===== src/rtl/dot_product_feeder_pkg.sv =====
// Shared definitions for the dot-product feeder: FSM state encoding and
// default element width / engine latency.
package dot_product_feeder_pkg;

  typedef enum logic [1:0] {
    FILL = 2'd0,
    WAIT = 2'd1,
    DONE = 2'd2
  } state_t;

  localparam int unsigned DEF_N   = 8;
  localparam int unsigned DEF_LAT = 3;

endpackage


===== src/rtl/dot_product_feeder.sv =====
// Collects four element pairs into the engine operand arrays, waits out the
// engine latency, then holds the captured dot product until it is consumed.
module dot_product_feeder
  import dot_product_feeder_pkg::*;
#(
  parameter int unsigned N   = DEF_N,
  parameter int unsigned LAT = DEF_LAT
) (
  input  logic           clk,
  input  logic           rst,
  input  logic           in_valid,
  output logic           in_ready,
  input  logic [N-1:0]   in_a,
  input  logic [N-1:0]   in_b,
  output logic [N-1:0]   vec_a [0:3],
  output logic [N-1:0]   vec_b [0:3],
  input  logic [4*N-1:0] dp_result,
  output logic           res_valid,
  input  logic           res_ready,
  output logic [4*N-1:0] res_data,
  output logic [7:0]     vec_count
);

  localparam int unsigned   CW      = (LAT > 0) ? $clog2(LAT + 1) : 1;
  localparam logic [CW-1:0] LAT_CNT = CW'(LAT);

  state_t        state, state_nxt;
  logic [1:0]    elem_idx;
  logic [CW-1:0] wait_cnt;
  logic          accept, fire, consume;

  always_ff @(posedge clk) begin
    if (rst) state <= FILL;
    else     state <= state_nxt;
  end

  always_comb begin
    state_nxt = state;
    accept    = 1'b0;
    fire      = 1'b0;
    consume   = 1'b0;
    unique case (state)
      FILL: begin
        accept = in_valid;
        if (accept && elem_idx == 2'd3) state_nxt = WAIT;
      end
      WAIT: begin
        fire = (wait_cnt == LAT_CNT);
        if (fire) state_nxt = DONE;
      end
      DONE: begin
        consume = res_ready;
        if (consume) state_nxt = FILL;
      end
      default: state_nxt = FILL;
    endcase
  end

  // Gated by rst so the handshake flags are defined even before the first edge.
  assign in_ready  = rst || (state == FILL);
  assign res_valid = !rst && (state == DONE);

  always_ff @(posedge clk) begin
    if (rst) begin
      elem_idx  <= '0;
      wait_cnt  <= '0;
      vec_a     <= '{default: '0};
      vec_b     <= '{default: '0};
      res_data  <= '0;
      vec_count <= '0;
    end else begin
      if (accept) begin
        vec_a[elem_idx] <= in_a;
        vec_b[elem_idx] <= in_b;
        elem_idx        <= elem_idx + 2'd1;
        wait_cnt        <= '0;
      end
      if (state == WAIT) wait_cnt <= wait_cnt + CW'(1);
      if (fire)          res_data <= dp_result;
      if (consume)       vec_count <= vec_count + 8'd1;
    end
  end

endmodule


===== config.mk =====
export PLATFORM = sky130hd
export DESIGN_NAME = dot_product_feeder
export DESIGN_NICKNAME = d
export VERILOG_FILES = /design/src/rtl/dot_product_feeder_pkg.sv /design/src/rtl/dot_product_feeder.sv
export SDC_FILE = /design/constraint.sdc
export NUM_CORES = 1
export LEC_CHECK = 0
export CORE_ASPECT_RATIO = 1.1
export CORE_MARGIN = 3
export CORE_UTILIZATION = 39
export DETAILED_ROUTE_END_ITERATION = 8
export HOLD_SLACK_MARGIN = 0.15
export PLACE_DENSITY = 0.75
export SLEW_MARGIN = 20
export SYNTH_ARGS = -nofsm -noshare
export SYNTH_HDL_FRONTEND = slang
export SYNTH_SLANG_ARGS = --single-unit

===== constraint.sdc =====
create_clock -name clk -period 1.6 [get_ports clk]
set_input_delay 0.16 -clock clk [delete_from_list [all_inputs] [get_ports clk]]
set_output_delay 0.16 -clock clk [all_outputs]
set_load 0.05 [all_outputs]

==> impl_metrics.tcl <==
set metrics [dict create \
    status "finished clean" \
    cts-buffers-inserted 9 \
    grt_setup_unrepaired "false" \
    cts_hold_buf 0 \
    cts_resized 0 \
    clkPwrFrac_pct 28.8 \
    path_class "flip-flop to flip-flop" \
    ys_seq_area_share_pct 53.97 \
    postCtsSetupBuffers 0 \
    p_leak_nw 2.288 \
    die_h_um 113.3 \
    place_area_um2 5590 \
    drc 0 \
    num_antenna_cells 0 \
    area_delta_synth_final_pct 41.15 \
    total_power_w 0.005107 \
    grt_pass1_vias 3848 \
    reg2regPathDepth 5 \
    grt_pass1_wl_um 18750 \
    regArea_um2 2206 \
    overflow 0 \
    layout-drive-gt1-share_pct 22.55 \
    power_density_nw_per_um2 886.8 \
    period_minus_slack_ns 1.431 \
    start_util_pct 40.67 \
    multi_input_area_um2 1703 \
    final_area_um2 5759 \
    h-tree-depth 3 \
    rrSetupSlack_ns 0.17 \
    tightestPinTransition_ns 0.4131 \
    power.internal_w 0.003704 \
    ys_warn_count 0 \
    grt_antenna_before_repair 0 \
    r2r_start "state[0]$_SDFFE_PP0P_" \
    dieArea_um2 11730 \
    cts_sinks 110 \
    p_sw_share_pct 27.48 \
    p_comb_share_pct 15.4 \
    seq_power_share_pct 55.9 \
    r2r-end "vec_b[21]$_SDFFE_PP0P_" \
    wl_per_cell_um 14.33 \
    hold_depth 2 \
    post_synth.cell_area_avg_um2 8.128 \
    chipWidth_um 103.5 \
    finalNetCount 706 \
    p_sw_w 0.001404 \
    cts_tree "built" \
    clock_skew_ns 0.01161 \
    hp-class "primary input to flip-flop" \
    place_inst 777 \
    setup_viol 0 \
    row_count 38 \
    drv_slew 0 \
    grt_start_max_net_pins 39 \
    io-pin-count 158 \
    ir_worst_vdd_v 0.0005919 \
    start_kind "flip-flop" \
    postRouteAntennaNets 0 \
    hpwl_um 7979 \
    vias 3904 \
    grt_usage_pct 19.42 \
    ys_seq_elements 110 \
    crit_path_end_kind "flip-flop" \
    finalCritPeriodShare_pct 89.44 \
    root_buffer "clkbuf_8" \
    final_cells 792 \
    required_ns 1.89 \
    cp.arrival_ns 1.72 \
    wl_um 11350 \
    synth.distinct_cells 30 \
    viasPerCell 4.929 \
    hold_violations 0 \
    firstDrtPassIters 6 \
    worst_hold_path.endpoint "vec_a[21]$_SDFFE_PP0P_" \
    worst_slack_ns 0.1689 \
    clkLatencyLatePin_ns 0.36 \
    path_max_fanout 16 \
    netlist_instances 502 \
    nFillCells 917 \
    path_clk_slew_ns 0.09 \
    maxSlewHeadroom_pct 72.46 \
    synth_area_um2 4080 \
    max_freq_mhz 698.8 \
    hp-start "rst" \
    synth_nets 560 \
    drt_iter0_drc 180 \
    pre_cts_slack_ns 0.04343 \
    coreArea_um2 10030 \
    max-cap-violations 0 \
    portBuffers 157 \
    clock_path_buffers 2 \
    fin_tns_setup_ns 0 \
    place_congestion 0.7516 \
]
[logic make-up (layout without fill, tap and decap cells)]
family,Yosys count,in the layout,synth area share [%]
simple gates,228,228,24.35
compound gates,111,111,13.98
flops,110,110,53.97
buf+inv,41,191,4.477
fa+ha+maj,6,6,1.840
xor+xnor,3,3,0.6441
mux,3,3,0.7360
[power by group through the flow]
stage,Combinational [W],Sequential (W),Clock [W]
after CTS,0.000789,0.00285,0.00153
after detailed placement,0.000787,0.00292,0
after floorplan,0.000205,0.00314,0
after global placement,0.000779,0.00291,0
after global routing,0.000838,0.00286,0.00166
final,0.000785,0.00285,0.00147
[stage by stage]
step                      utilization, %  hold slack [ns]
after global routing               57.41           0.2138
after CTS                          57.37           0.1982
after floorplan                        -           0.2960
after detailed placement           55.72           0.4479
final                              57.41           0.2205
after global placement             55.72           0.4415
[worst max path at each step]
stage                                          from                   endpoint  cells past startpoint
after floorplan           vec_count[1]$_SDFFE_PP0P_  vec_count[6]$_SDFFE_PP0P_                      4
after CTS                     state[1]$_SDFFE_PP0P_                  res_valid                      2
after global placement                     in_valid   elem_idx[1]$_SDFFE_PP0P_                      4
after detailed placement                   in_valid      vec_a[5]$_SDFFE_PP0P_                      6
final                         state[0]$_SDFFE_PP0P_     vec_b[21]$_SDFFE_PP0P_                      5
after global routing          state[0]$_SDFFE_PP0P_      vec_b[3]$_SDFFE_PP0P_                      5
[Yosys cell counts, drive strengths merged]
cell type | number | area, um2
nand2 | 194 | 728.2
dfxtp | 110 | 2202
a21oi | 103 | 515.5
clkbuf | 27 | 101.4
buf | 11 | 70.07
nor2 | 9 | 33.78
ha | 6 | 75.07
and4bb | 4 | 50.05
nand4bb | 4 | 45.04
inv | 3 | 11.26
mux2i | 3 | 30.03
o31ai | 3 | 22.52
or4 | 3 | 22.52
nand3 | 2 | 10.01
nand3b | 2 | 15.01
nand4b | 2 | 32.53
nor3b | 2 | 15.01
o21ai | 2 | 10.01
o21bai | 2 | 15.01
or3 | 2 | 12.51
xor2 | 2 | 17.52
a22oi | 1 | 7.510
and3b | 1 | 10.01
nand2b | 1 | 6.260
nand4 | 1 | 6.260
nor2b | 1 | 6.260
xnor2 | 1 | 8.760
[state kept, by name, indices dropped and copies added (netlist names)]
name,count
vec_a,32
wait_cnt,2
res_data,32
vec_count,8
state,2
vec_b,32
elem_idx,2
[worst max-delay path: stages, from the launching register on]
cell       delay [ns]
dfxtp_1          0.49
buf_4            0.23
nand4bb_1        0.13
buf_4            0.24
nand2_1          0.09
a21oi_1          0.17
[area by class of cell]
class,count,area share [%]
flip-flops and latches,110,38.30
multi-input cells,351,29.57
repair buffers,173,26.03
well taps,140,3.041
clock buffers,11,2.455
clock inverters,4,0.4128
inverters,3,0.1955
[per-layer routing]
layer / vias up / track usage (%) / part of all wire (%)
met5: - / 0 / 0
met4: 0 / 7.181 / 1.6
met3: 13 / 6.503 / 8.8
met2: 141 / 32.24 / 47
met1: 1819 / 23.57 / 43
li1: 1931 / - / -
[placed cells by master (no fill, tap or decap), types with 3 or more instances in the layout]
cell / n
a21oi_1: 103
and4bb_2: 4
buf_12: 6
buf_4: 117
clkbuf_8: 10
clkdlybuf4s50_1: 50
clkinv_2: 3
dfxtp_1: 107
dfxtp_2: 3
ha_1: 6
inv_1: 3
mux2i_1: 3
nand2_1: 194
nand4bb_1: 4
nor2_1: 9
o31ai_1: 3
or4_1: 3
(Power assumes the default switching activity.)
